## src/rtl/jtag_pkg.sv

```systemverilog
// ---------------------------------------------------------------------------
// jtag_pkg
// Shared definitions for the sampled-TCK JTAG TAP:
//   tap_state_e  - 16 TAP states, 4-bit encoding (exported on tap_state_o)
//   IR_WIDTH     - default instruction register width
//   IDCODE_IR    - IDCODE opcode, also the IR reset value
//   BYPASS_IR    - BYPASS opcode
//   JTAG_IDCODE  - default IDCODE value (bit0 = 1)
//   tap_next()   - 1149.1 next-state function, TMS sampled on TCK rise
// ---------------------------------------------------------------------------
package jtag_pkg;

   localparam int unsigned IR_WIDTH    = 5;
   localparam logic [4:0]  IDCODE_IR   = 5'h01;
   localparam logic [4:0]  BYPASS_IR   = 5'h1F;
   localparam logic [31:0] JTAG_IDCODE = 32'h04F5484D;

   typedef enum logic [3:0] {
      EXIT2_DR         = 4'h0,
      EXIT1_DR         = 4'h1,
      SHIFT_DR         = 4'h2,
      PAUSE_DR         = 4'h3,
      SELECT_IR_SCAN   = 4'h4,
      UPDATE_DR        = 4'h5,
      CAPTURE_DR       = 4'h6,
      SELECT_DR_SCAN   = 4'h7,
      EXIT2_IR         = 4'h8,
      EXIT1_IR         = 4'h9,
      SHIFT_IR         = 4'hA,
      PAUSE_IR         = 4'hB,
      RUN_TEST_IDLE    = 4'hC,
      UPDATE_IR        = 4'hD,
      CAPTURE_IR       = 4'hE,
      TEST_LOGIC_RESET = 4'hF
   } tap_state_e;

   function automatic tap_state_e tap_next(input tap_state_e s, input logic tms);
      case (s)
         TEST_LOGIC_RESET: return tms ? TEST_LOGIC_RESET : RUN_TEST_IDLE;
         RUN_TEST_IDLE:    return tms ? SELECT_DR_SCAN   : RUN_TEST_IDLE;
         SELECT_DR_SCAN:   return tms ? SELECT_IR_SCAN   : CAPTURE_DR;
         CAPTURE_DR:       return tms ? EXIT1_DR         : SHIFT_DR;
         SHIFT_DR:         return tms ? EXIT1_DR         : SHIFT_DR;
         EXIT1_DR:         return tms ? UPDATE_DR        : PAUSE_DR;
         PAUSE_DR:         return tms ? EXIT2_DR         : PAUSE_DR;
         EXIT2_DR:         return tms ? UPDATE_DR        : SHIFT_DR;
         UPDATE_DR:        return tms ? SELECT_DR_SCAN   : RUN_TEST_IDLE;
         SELECT_IR_SCAN:   return tms ? TEST_LOGIC_RESET : CAPTURE_IR;
         CAPTURE_IR:       return tms ? EXIT1_IR         : SHIFT_IR;
         SHIFT_IR:         return tms ? EXIT1_IR         : SHIFT_IR;
         EXIT1_IR:         return tms ? UPDATE_IR        : PAUSE_IR;
         PAUSE_IR:         return tms ? EXIT2_IR         : PAUSE_IR;
         EXIT2_IR:         return tms ? UPDATE_IR        : SHIFT_IR;
         UPDATE_IR:        return tms ? SELECT_DR_SCAN   : RUN_TEST_IDLE;
         default:          return TEST_LOGIC_RESET;
      endcase
   endfunction

endpackage

```

## src/rtl/jtag_tap_fsm.sv

```systemverilog
// ---------------------------------------------------------------------------
// jtag_tap_fsm
// TAP state register; advances one step per enabled cycle (one TCK rise).
//   i_clk   - system clock
//   i_rst   - synchronous reset, active-high (forces TEST_LOGIC_RESET)
//   i_en    - TCK rise detected this cycle
//   i_tms   - TMS value belonging to that rise
//   o_state - current TAP state
//   o_next  - state that will be taken on the current rise
// ---------------------------------------------------------------------------
module jtag_tap_fsm
   import jtag_pkg::*;
(
   input  logic       i_clk,
   input  logic       i_rst,
   input  logic       i_en,
   input  logic       i_tms,
   output tap_state_e o_state,
   output tap_state_e o_next
);

   tap_state_e r_state;

   assign o_state = r_state;
   assign o_next  = tap_next(r_state, i_tms);

   always_ff @(posedge i_clk) begin
      if (i_rst) begin
         r_state <= TEST_LOGIC_RESET;
      end else if (i_en) begin
         r_state <= tap_next(r_state, i_tms);
      end
   end

endmodule

```

## src/rtl/jtag_tap_sampled.sv

```systemverilog
// ---------------------------------------------------------------------------
// jtag_tap_sampled
// IEEE 1149.1 TAP controller with TCK oversampled on the system clock.
// Holds IR, IDCODE and BYPASS; other data registers live outside and attach
// through the dr_* capture/shift/update strobes when dr_sel_i is set.
// Optional macro JTAG_TAP_SYNC_EN: adds 2-flop synchronisers on
// TCK/TMS/TDI/TRST (pin-to-effect latency 3 clocks instead of 1).
// Ports:
//   clock         - system clock, only clock
//   reset_i       - synchronous reset, active-high
//   jtag_tck_i    - TCK, sampled as data
//   jtag_tms_i    - TMS
//   jtag_tdi_i    - TDI
//   jtag_trst_ni  - TRST, active-low, sampled
//   jtag_tdo_o    - TDO, updated on TCK fall
//   ir_o          - current instruction
//   tap_state_o   - TAP state (jtag_pkg::tap_state_e encoding)
//   dr_capture_o  - pulse: Capture-DR with external DR selected
//   dr_shift_o    - pulse per TCK rise in Shift-DR with external DR selected
//   dr_update_o   - pulse: Update-DR with external DR selected
//   dr_tdi_o      - TDI bit valid with dr_shift_o
//   dr_tdo_i      - LSB of external DR
//   dr_sel_i      - current IR selects an external DR
// ---------------------------------------------------------------------------
module jtag_tap_sampled
   import jtag_pkg::*;
#(
   parameter int unsigned          IrWidth  = IR_WIDTH,
   parameter logic [31:0]          JtagId   = JTAG_IDCODE,
   parameter logic [IrWidth-1:0]   IdcodeIr = IrWidth'(IDCODE_IR),
   parameter logic [IrWidth-1:0]   BypassIr = IrWidth'(BYPASS_IR)
) (
   input  logic               clock,
   input  logic               reset_i,
   input  logic               jtag_tck_i,
   input  logic               jtag_tms_i,
   input  logic               jtag_tdi_i,
   input  logic               jtag_trst_ni,
   output logic               jtag_tdo_o,
   output logic [IrWidth-1:0] ir_o,
   output logic [3:0]         tap_state_o,
   output logic               dr_capture_o,
   output logic               dr_shift_o,
   output logic               dr_update_o,
   output logic               dr_tdi_o,
   input  logic               dr_tdo_i,
   input  logic               dr_sel_i
);

   logic w_tck;
   logic w_tms;
   logic w_tdi;
   logic w_trst_n;

`ifdef JTAG_TAP_SYNC_EN
   logic [1:0] r_tck_sync;
   logic [1:0] r_tms_sync;
   logic [1:0] r_tdi_sync;
   logic [1:0] r_trst_sync;

   // Synchronisers are cleared by reset_i only; TRST itself travels through them.
   always_ff @(posedge clock) begin
      if (reset_i) begin
         r_tck_sync  <= '0;
         r_tms_sync  <= '1;
         r_tdi_sync  <= '0;
         r_trst_sync <= '1;
      end else begin
         r_tck_sync  <= {r_tck_sync[0],  jtag_tck_i};
         r_tms_sync  <= {r_tms_sync[0],  jtag_tms_i};
         r_tdi_sync  <= {r_tdi_sync[0],  jtag_tdi_i};
         r_trst_sync <= {r_trst_sync[0], jtag_trst_ni};
      end
   end

   assign w_tck    = r_tck_sync[1];
   assign w_tms    = r_tms_sync[1];
   assign w_tdi    = r_tdi_sync[1];
   assign w_trst_n = r_trst_sync[1];
`else
   assign w_tck    = jtag_tck_i;
   assign w_tms    = jtag_tms_i;
   assign w_tdi    = jtag_tdi_i;
   assign w_trst_n = jtag_trst_ni;
`endif

   logic               r_tck_q;
   logic               w_rst;
   logic               w_rise;
   logic               w_fall;
   tap_state_e         w_state;
   tap_state_e         w_next;
   logic               w_dr_idcode;

   logic [IrWidth-1:0] r_ir;
   logic [IrWidth-1:0] r_ir_sr;
   logic [31:0]        r_idcode;
   logic               r_bypass;
   logic               r_tdo;
   logic               r_dr_capture;
   logic               r_dr_shift;
   logic               r_dr_update;
   logic               r_dr_tdi;

   assign w_rst  = reset_i | ~w_trst_n;
   assign w_rise = w_tck & ~r_tck_q;
   assign w_fall = ~w_tck & r_tck_q;

   // Anything not IDCODE and not claimed externally falls back to BYPASS.
   assign w_dr_idcode = ~dr_sel_i & (r_ir == IdcodeIr) & (IdcodeIr != BypassIr);

   jtag_tap_fsm u_fsm (
      .i_clk   (clock),
      .i_rst   (w_rst),
      .i_en    (w_rise),
      .i_tms   (w_tms),
      .o_state (w_state),
      .o_next  (w_next)
   );

   always_ff @(posedge clock) begin
      if (w_rst) begin
         r_tck_q      <= 1'b0;
         r_ir         <= IdcodeIr;
         r_ir_sr      <= '0;
         r_idcode     <= '0;
         r_bypass     <= 1'b0;
         r_tdo        <= 1'b0;
         r_dr_capture <= 1'b0;
         r_dr_shift   <= 1'b0;
         r_dr_update  <= 1'b0;
         r_dr_tdi     <= 1'b0;
      end else begin
         r_tck_q      <= w_tck;
         r_dr_capture <= 1'b0;
         r_dr_shift   <= 1'b0;
         r_dr_update  <= 1'b0;

         // Rise: act on the state being left, then the FSM steps in parallel.
         if (w_rise) begin
            case (w_state)
               CAPTURE_IR: r_ir_sr <= IrWidth'(2'b01);
               SHIFT_IR:   r_ir_sr <= {w_tdi, r_ir_sr[IrWidth-1:1]};
               CAPTURE_DR: begin
                  if (dr_sel_i)         r_dr_capture <= 1'b1;
                  else if (w_dr_idcode) r_idcode     <= JtagId;
                  else                  r_bypass     <= 1'b0;
               end
               SHIFT_DR: begin
                  if (dr_sel_i) begin
                     r_dr_shift <= 1'b1;
                     r_dr_tdi   <= w_tdi;
                  end else if (w_dr_idcode) begin
                     r_idcode <= {w_tdi, r_idcode[31:1]};
                  end else begin
                     r_bypass <= w_tdi;
                  end
               end
               UPDATE_DR: begin
                  if (dr_sel_i) r_dr_update <= 1'b1;
               end
               default: ;
            endcase
            if (w_next == TEST_LOGIC_RESET) r_ir <= IdcodeIr;
         end

         // Fall: drive TDO from the active shift path and commit a new IR.
         if (w_fall) begin
            case (w_state)
               SHIFT_IR: r_tdo <= r_ir_sr[0];
               SHIFT_DR: begin
                  if (dr_sel_i)         r_tdo <= dr_tdo_i;
                  else if (w_dr_idcode) r_tdo <= r_idcode[0];
                  else                  r_tdo <= r_bypass;
               end
               default:  r_tdo <= 1'b0;
            endcase
            if (w_state == UPDATE_IR) r_ir <= r_ir_sr;
         end
      end
   end

   assign jtag_tdo_o   = r_tdo;
   assign ir_o         = r_ir;
   assign tap_state_o  = w_state;
   assign dr_capture_o = r_dr_capture;
   assign dr_shift_o   = r_dr_shift;
   assign dr_update_o  = r_dr_update;
   assign dr_tdi_o     = r_dr_tdi;

endmodule
```

## config.mk

```make
export PLATFORM = sky130hd
export DESIGN_NAME = jtag_tap_sampled
export DESIGN_NICKNAME = d
export VERILOG_FILES = /design/src/rtl/jtag_pkg.sv /design/src/rtl/jtag_tap_fsm.sv /design/src/rtl/jtag_tap_sampled.sv
export SDC_FILE = /design/constraint.sdc
export NUM_CORES = 1
export LEC_CHECK = 0
export CAP_MARGIN = 20
export CELL_PAD_IN_SITES_DETAIL_PLACEMENT = 0
export CELL_PAD_IN_SITES_GLOBAL_PLACEMENT = 1
export CORE_MARGIN = 4
export CORE_UTILIZATION = 45
export DETAILED_ROUTE_END_ITERATION = 10
export HOLD_SLACK_MARGIN = 0.05
export PLACE_DENSITY_LB_ADDON = 0.1
export SLEW_MARGIN = 20
export SYNTH_ARGS = -nofsm -noshare
export SYNTH_HDL_FRONTEND = slang
export SYNTH_SLANG_ARGS = --single-unit
```

## constraint.sdc

```tcl
create_clock -name clock -period 3.8 [get_ports clock]
set_input_delay 0.76 -clock clock [delete_from_list [all_inputs] [get_ports clock]]
set_output_delay 0.76 -clock clock [all_outputs]
set_load 0.05 [all_outputs]
```

# Yosys cells after proc, flatten, opt, wreduce, memory -nomap -nowiden
# Cells that the tools add are included.
# W data, S select, Z words.
classes:
  n_bitwise: 12
  muxes: 32
  n_reduce_logical: 13
  n_shift: 0
  eq_ne: 23
  add_sub_neg: 0
  n_lt_le_gt_ge: 0
  n_div: 0
  multipliers: 0
op_table:
  columns: ["cell", "count"]
  rows:
  - ["$mux W32", 4]
  - ["$pmux W32 S2", 1]
  - ["$pmux W4 S12", 1]
  - ["$eq A4 B4 Y1 const B", 9]
  - ["$mux W5", 4]
  - ["$eq A4 B3 Y1 const B", 4]
  - ["$mux W2", 6]
  - ["$mux W3", 4]
  - ["$ne A2 B2 Y1 const B", 6]
  - ["$reduce_and A6 Y1", 2]
  - ["$reduce_or A3 Y1", 4]
  - ["$pmux W5 S2", 1]
  - ["$eq A4 B2 Y1 const B", 2]
  - ["$mux W1", 8]
  - ["$not A1 Y1", 8]
  - ["$eq A5 B1 Y1 const B", 1]
  - ["$eq A4 B1 Y1 const B", 1]
  - ["$logic_not A4 Y1", 1]
  - ["$mux W4", 1]
  - ["$pmux W1 S2", 2]
  - ["$reduce_bool A2 Y1", 2]
  - ["$reduce_or A2 Y1", 2]
  - ["$and A1 B1 Y1", 3]
  - ["$reduce_and A3 Y1", 1]
  - ["2 further kinds", 2]
totals:
  elab_cells: 91
  input_bits: 8
  latch_bits: 0
  rom_bits: 0
  mem_bits_rw: 0
  mem_count: 0
  register_bits: 53

# Longest topological paths before layout
# Gate-level depths: netlist of run 1.
logic_depth:
  depth_word: 8
  mapped_depth: 6
  depth_no_buf: 4

# Hierarchy
# Synthesis of run 1 repeated with hierarchy kept, for this count alone.
hier_totals:
  hier_cells: 266
  area_unflattened_um2: 2257.2
modules_own_cells:
  columns: ["mod", "instances", "cells_each", "area_each_um2", "seq_area_each_um2"]
  rows:
  - ["jtag_tap_sampled", 1, 234, 2000.7, 980.9]
  - ["jtag_tap_fsm", 1, 32, 256.5, 80.1]

# Worst setup path after synthesis of run 1
# Ideal clock, no wire load.
synth_path:
  path_kind: "register -> register"
  from: "register u_fsm.r_state[1], in the netlist u_fsm.o_state[1]"
  to: "register r_idcode[14]"
  stages_incl_launch_ff: 6
  required_ns: 3.668
  arrival_ns: 1.604
  path_slack_ns: 2.064
  path_cell_list: "dfxtp_1 -> nor3b_4 -> nand4_1 -> clkbuf_1 -> nor3_1 -> nor3_1"
synth_between:
  elab_chain_len: 3
synth_rtl:
  columns: ["element", "line", "text"]
  rows:
  - ["start, declared", "jtag_tap_fsm.sv:22", "tap_state_e r_state;"]
  - ["start signal, assigned", "jtag_tap_fsm.sv:31", "r_state <= tap_next(r_state, i_tms);"]
  - ["$eq A4 B2 Y1 or $eq A4 B3 Y1 (tied branches)", null, null]
  - ["$ne A2 B2 Y1 (no source line) or $reduce_bool A2 Y1 (tied branches)", null, null]
  - ["$reduce_and A6 Y1 (no source line)", null, null]
  - ["end signal, assigned", "jtag_tap_sampled.sv:146", "else if (w_dr_idcode) r_idcode <= JtagId;"]
  - ["end signal, assigned", "jtag_tap_sampled.sv:154", "r_idcode <= {w_tdi, r_idcode[31:1]};"]
  - ["end, declared", "jtag_tap_sampled.sv:97", "logic [31:0] r_idcode;"]
# Several ways; a longest one is shown, not always the timed one.
# A chain may end at the register's enable or synchronous reset.

# Final worst setup path of run 1
layout_path:
  from: "register u_fsm.r_state[2], in the netlist u_fsm.o_state[2]"
  to: "output port tap_state_o[2]"
layout_rtl:
  columns: ["element", "line", "text"]
  rows:
  - ["end, declared", "jtag_tap_sampled.sv:41", "output logic [3:0] tap_state_o,"]
# No word-level cell between the ends.

==> results of run 1 <==
==> routing by layer <==
metal / global-route usage [%] / up-vias
met5: 0 / -
met2: 24.8 / 36
met3: 4.93 / 2
li1: - / 945
met4: 5.77 / 0
met1: 23.0 / 846
==> worst min-delay path: cells and delay by family (launching register included) <==
kind,cells,cell delay (ns)
AOI/OAI and AO/OA,1,0.05
DFF,1,0.32
and+or+nand+nor,1,0.05
==> cells in the final DEF, fill, tap and decap left out, types with 4 or more instances in the layout <==
master	n
nand2_1	26
nand2b_1	4
buf_4	4
nand3_1	23
nor2_1	24
a21oi_1	26
nor2b_1	6
o21ai_0	7
nor3_1	33
clkbuf_8	5
clkdlybuf4s50_1	21
dfxtp_1	53
nand3b_1	4
a2bb2oi_1	4
==> flip-flops by register name, indices dropped and copies added (netlist names), 4 cells and up <==
name           cells
r_ir_sr            5
u_fsm.o_state      4
ir_o               5
r_idcode          32
==> stage by stage <==
stage	cell area [sq um]	setup WS [ns]	hold slack (ns)
finish	2520	1.07	0.457
global route	2520	0.999	0.478
CTS	2520	1.06	0.458
detailed placement	2430	1.26	0.444
global placement	2430	1.23	0.441
floorplan	2210	2.06	0.432
==> where the power goes <==
part           total [uW]  leakage, uW  internal [uW]  switching, uW
logic                46.9     0.000339           19.6           27.3
registers             563     0.000427            557           5.87
clock network         316    0.0000456            132            185
total                 926     0.000812            708            218
==> how the worst max path moves through the flow <==
stage	start	end	slack, ns	cells past startpoint
2_1_floorplan	u_fsm.o_state[1]	r_idcode[14]	2.06	5
4_1_cts	u_fsm.o_state[2]	tap_state_o[2]	1.06	1
3_3_place_gp	jtag_tck_i	ir_o[3]	1.23	5
6_report	u_fsm.o_state[2]	tap_state_o[2]	1.07	1
5_1_grt	u_fsm.o_state[2]	tap_state_o[2]	1.0	1
3_5_place_dp	jtag_tck_i	ir_o[1]	1.26	5
==> final cells by class <==
type	count	area [sq um]
Tap cell	67	83.8
Timing Repair Buffer	25	240
Fill cell	472	2210
Clock buffer	6	72.6
Sequential cell	53	1060
Clock inverter	2	13.8
Multi-Input combinational cell	188	1040
Inverter	1	3.75
==> cell families after synthesis <==
kind of cell           share of synthesized area, %
multiplexers                                  0.907
buffers and inverters                          5.10
AND/OR/NAND/NOR                                31.7
flip-flops                                     48.1
AO/OA/AOI/OAI                                  14.2
==> summary.txt, run 1 <==
STA
  – Sum of negative setup slack: 0 ns
  – Worst-margin pin slew: 0.747 ns
  – Final Hold Vio Count: 0
  – Final Skew: 0.00916 ns
  – Final Setup Violations: 0
  – Max Slew Vio Count: 0
  – Tcrit/Tclk final: 71.7%
  – Min cycle time layout: 2.73 ns
  – Slew HR: 50.2%
  – RSZ-0062 raised after global routing: false
  – Max Fclk: 367 MHz

Placement
  – Gpl congestion: 0.750
  – Port bufs: 21
  – Placed cells: 334
  – Post-DP HPWL: 2910 um

Synth
  – Mean post-synth cell area: 8.42 sq um
  – Most frequent cells after synthesis: dfxtp_1 (53), nor3_1 (33), a21oi_1 (26), nand2_1 (26), nor2_1 (24)
  – Seq/Total Area, Yosys: 48.1%
  – Area leader, netlist: dfxtp_1
  – Top-area cell type share of the netlist area: 48.1%
  – Yosys reg bits: 53
  – Netlist Area Pre-Place: 2210 sq um
  – Netlist cell types: 37
  – Yosys Warn Count: 0
  – Most common cell in the synthesized netlist: dfxtp_1
  – Synth area leaders: dfxtp_1 (48%), nor3_1 (7.5%), a21oi_1 (5.9%)
  – Syn nets: 270
  – Async SR Flop Fraction: 0%
  – Synthesized instance count: 262
  – Synth Flop Type: dfxtp_1
  – Number of enable flip-flop cells after synthesis: 0

Setup path
  – Reg2reg start: u_fsm.o_state[1]
  – Cell depth of the worst flop-to-flop path: 5
  – CP Buf/Inv Count: 1
  – RR Endpoint: r_idcode[29]
  – Startpoint Class: flop
  – Setup crit end kind: primary output
  – Crit-path slowest cell: clkdlybuf4s50_1
  – FF-to-FF setup slack: 1.98 ns
  – Crit path kind: flop to primary output
  – Max incr delay on CP: 0.93 ns
  – Crit-path cells: clkdlybuf4s50_1
  – CP Data Arrival Time: 1.97 ns
  – WP data required: 3.04 ns
  – Crit-path max FO: 18
  – Cell family with most CP delay: buffers and inverters

Clock network
  – Deepest clock path buffer count: 2
  – Worst-Skew Late Latency: 0.30 ns
  – Root Buffer: clkbuf_8
  – Number of buffers created by CTS: 5
  – Clock sink total: 53
  – Hold Buf Count CTS: 0
  – # resized after CTS: 0
  – CTS H-tree depth: 2
  – Clk slew on worst S/H paths: 0.10 ns
  – CTS tree: done
  – Number of setup buffers added after CTS: 0

Detailed routing
  – Met1 WL: 2400 um
  – Highest Signal Layer: met4
  – DRC: 0
  – DR vias: 1829
  – Initial DRT Pass Iterations: 4
  – DR WL met3: 224 um
  – Antenna Nets Post-Route: 0
  – Routed vias/inst: 5.35
  – Iter 0 DRT Violations: 123
  – DR WL/cell: 13.6 um
  – DR WL met2: 2000 um
  – Detailed Route WL: 4660 um

Run
  – Max_cap viols: 0

Global routing
  – Antenna violations before repair: 0
  – Vias in the first global route: 1720
  – Pin count of the biggest net entering global routing: 33
  – First-pass GRT wire length: 8140 um
  – Total gr overflow: 0
  – All-layer global routing usage: 16.7%

Final layout
  – Final core occ: 53.3%
  – Synthesis-to-finish area growth: 14.1%
  – Share of cells above drive strength 1: 5.82%
  – Diode count: 0
  – Layout Cells excl Fill: 342
  – # nets final: 282

Floorplanning
  – Core footprint: 4720 sq um
  – DIE AREA: 6090 sq um
  – Row cnt: 25
  – Starting Density: 46.7%
  – Die H: 78.0 um
  – Ports: 22
  – Die W: 78.0 um

Hold path
  – Hold Crit Start: r_idcode[15]
  – Worst hold stages: 2
  – Hold Path Class: flop to flop
  – Hold endpoint: r_idcode[15]

Pwr
  – P_leak: 0.000812 uW
  – Maximum vdd drop: 0.216 mV
  – Power Total: 926 uW
  – PwrDens: 368 nW/um^2

Outcome
  – Status: completed
Power figures use the tool's default switching activity.
==> run 2, diff against run 1 <==
--- a/config.mk
+++ b/config.mk
@@ -9,7 +9,7 @@
 export CELL_PAD_IN_SITES_DETAIL_PLACEMENT = 0
 export CELL_PAD_IN_SITES_GLOBAL_PLACEMENT = 1
 export CORE_MARGIN = 4
-export CORE_UTILIZATION = 45
+export CORE_UTILIZATION = 42
 export DETAILED_ROUTE_END_ITERATION = 10
 export HOLD_SLACK_MARGIN = 0.05
 export PLACE_DENSITY_LB_ADDON = 0.1
==> constraint.sdc (replaced) <==
create_clock -name clock -period 2.8 [get_ports clock]
set_input_delay 0.56 -clock clock [delete_from_list [all_inputs] [get_ports clock]]
set_output_delay 0.56 -clock clock [all_outputs]
set_load 0.05 [all_outputs]
==> summary.txt, run 2 (synthesized netlist as in run 1, its figures left out) <==
STA
  – Final Hold Vio Count: 0
  – Final Skew: 0.00930 ns
  – Min cycle time layout: 2.47 ns
  – Max Slew Vio Count: 0
  – Worst-margin pin slew: 0.582 ns
  – RSZ-0062 raised after global routing: false
  – Hold_ws: 0.458 ns
  – Slew HR: 61.1%
  – Sum of negative setup slack: 0 ns
  – Max Fclk: 405 MHz
  – Final Setup Violations: 0
  – Tcrit/Tclk final: 88.1%

Final layout
  – Synthesis-to-finish area growth: 15.9%
  – Share of cells above drive strength 1: 6.52%
  – Max reg flops: 32
  – Highest-count cells in the layout ignoring fill and taps: dfxtp_1 (53), nor3_1 (33), nand2_1 (26), a21oi_1 (26), nor2_1 (24)
  – Fill count: 533
  – Top reg by flops: r_idcode
  – Diode count: 0
  – # nets final: 283
  – Commonest non-fill, non-tap cell in the layout: dfxtp_1
  – Layout Cells excl Fill: 346

Setup path
  – CP Data Arrival Time: 1.91 ns
  – Max incr delay on CP: 0.91 ns
  – Crit-path cells: clkdlybuf4s50_1
  – Cell family with most CP delay: buffers and inverters
  – Startpoint Class: flop
  – Setup crit end kind: primary output
  – CP Buf/Inv Count: 1
  – WP data required: 2.24 ns
  – Crit path kind: flop to primary output
  – Crit-path slowest cell: clkdlybuf4s50_1
  – Crit-path max FO: 14

Global routing
  – Total gr overflow: 0
  – Vias in the first global route: 1713
  – First-pass GRT wire length: 8090 um
  – Pin count of the biggest net entering global routing: 45
  – Antenna violations before repair: 0
  – All-layer global routing usage: 15.9%

Pwr
  – P_leak: 0.000825 uW
  – PwrDens: 525 nW/um^2
  – Maximum vdd drop: 0.299 mV

Clock network
  – Deepest clock path buffer count: 2
  – Worst-Skew Late Latency: 0.30 ns
  – Hold Buf Count CTS: 0
  – Number of buffers created by CTS: 5
  – CTS tree: done
  – # resized after CTS: 0
  – CTS H-tree depth: 2
  – Root Buffer: clkbuf_8
  – Clock sink total: 53
  – Number of setup buffers added after CTS: 0
  – Clk slew on worst S/H paths: 0.10 ns

Placement
  – Placed cells: 338
  – Post-DP HPWL: 2970 um
  – Gpl congestion: 0.766
  – Port bufs: 21

Floorplanning
  – Row cnt: 26
  – Starting Density: 43.2%
  – Ports: 22
  – Die W: 80.5 um
  – Die H: 80.5 um
  – Core footprint: 5110 sq um
  – DIE AREA: 6480 sq um

Detailed routing
  – Iter 0 DRT Violations: 105
  – Antenna Nets Post-Route: 0
  – Detailed Route WL: 4630 um
  – DR vias: 1837
  – Initial DRT Pass Iterations: 4
  – Routed vias/inst: 5.31
  – DR WL/cell: 13.4 um
  – DRC: 0

Outcome
  – Status: completed

Hold path
  – Hold Path Class: flop to flop

Run
  – Max_cap viols: 0
run 2: stage by stage:
stage	utilization, %	instance area (sq um)	setup WS, ns	total power, uW
6_report	50.1	2560	0.332	1340
3_5_place_dp	47.8	2440	0.485	845
4_1_cts	50.1	2560	0.310	1370
5_1_grt	50.1	2560	0.216	1410
2_1_floorplan	-	2210	1.06	820
3_3_place_gp	47.8	2440	0.552	846
run 2: where the power goes:
group	internal, uW	leakage [uW]	switching [uW]
sequential	756	0.000427	6.89
clock	268	0.0000543	247
combinational	26.9	0.000343	37.6
total	1050	0.000825	292
run 2: worst paths after layout:
kind                    startpoint             end  slack, ns  cells past startpoint
setup / recovery  u_fsm.o_state[0]  tap_state_o[0]       0.33                      1
hold reg to reg       r_idcode[19]    r_idcode[19]       0.46                      2
hold / removal        r_idcode[19]    r_idcode[19]       0.46                      2
setup reg to reg  u_fsm.o_state[1]    r_idcode[17]       0.98                      5
run 2: cell type report:
cell class	instances	area, sq um	area share (%)
inverters	1	3.75	0.147
flip-flops and latches	53	1060	41.5
repair buffers	26	248	9.69
clock buffers	5	68.8	2.69
well taps	70	87.6	3.42
clock inverters	3	46.3	1.81
multi-input cells	188	1040	40.8
run 2: per-layer routing:
layer	share of wire, %	vias to the layer above	track usage, %	wire (um)
li1	-	949	-	-
met1	50	840	21.8	2290
met4	1.1	0	4.05	53
met5	0	-	0	0
met2	44	43	24.8	2040
met3	5.2	5	4.04	240
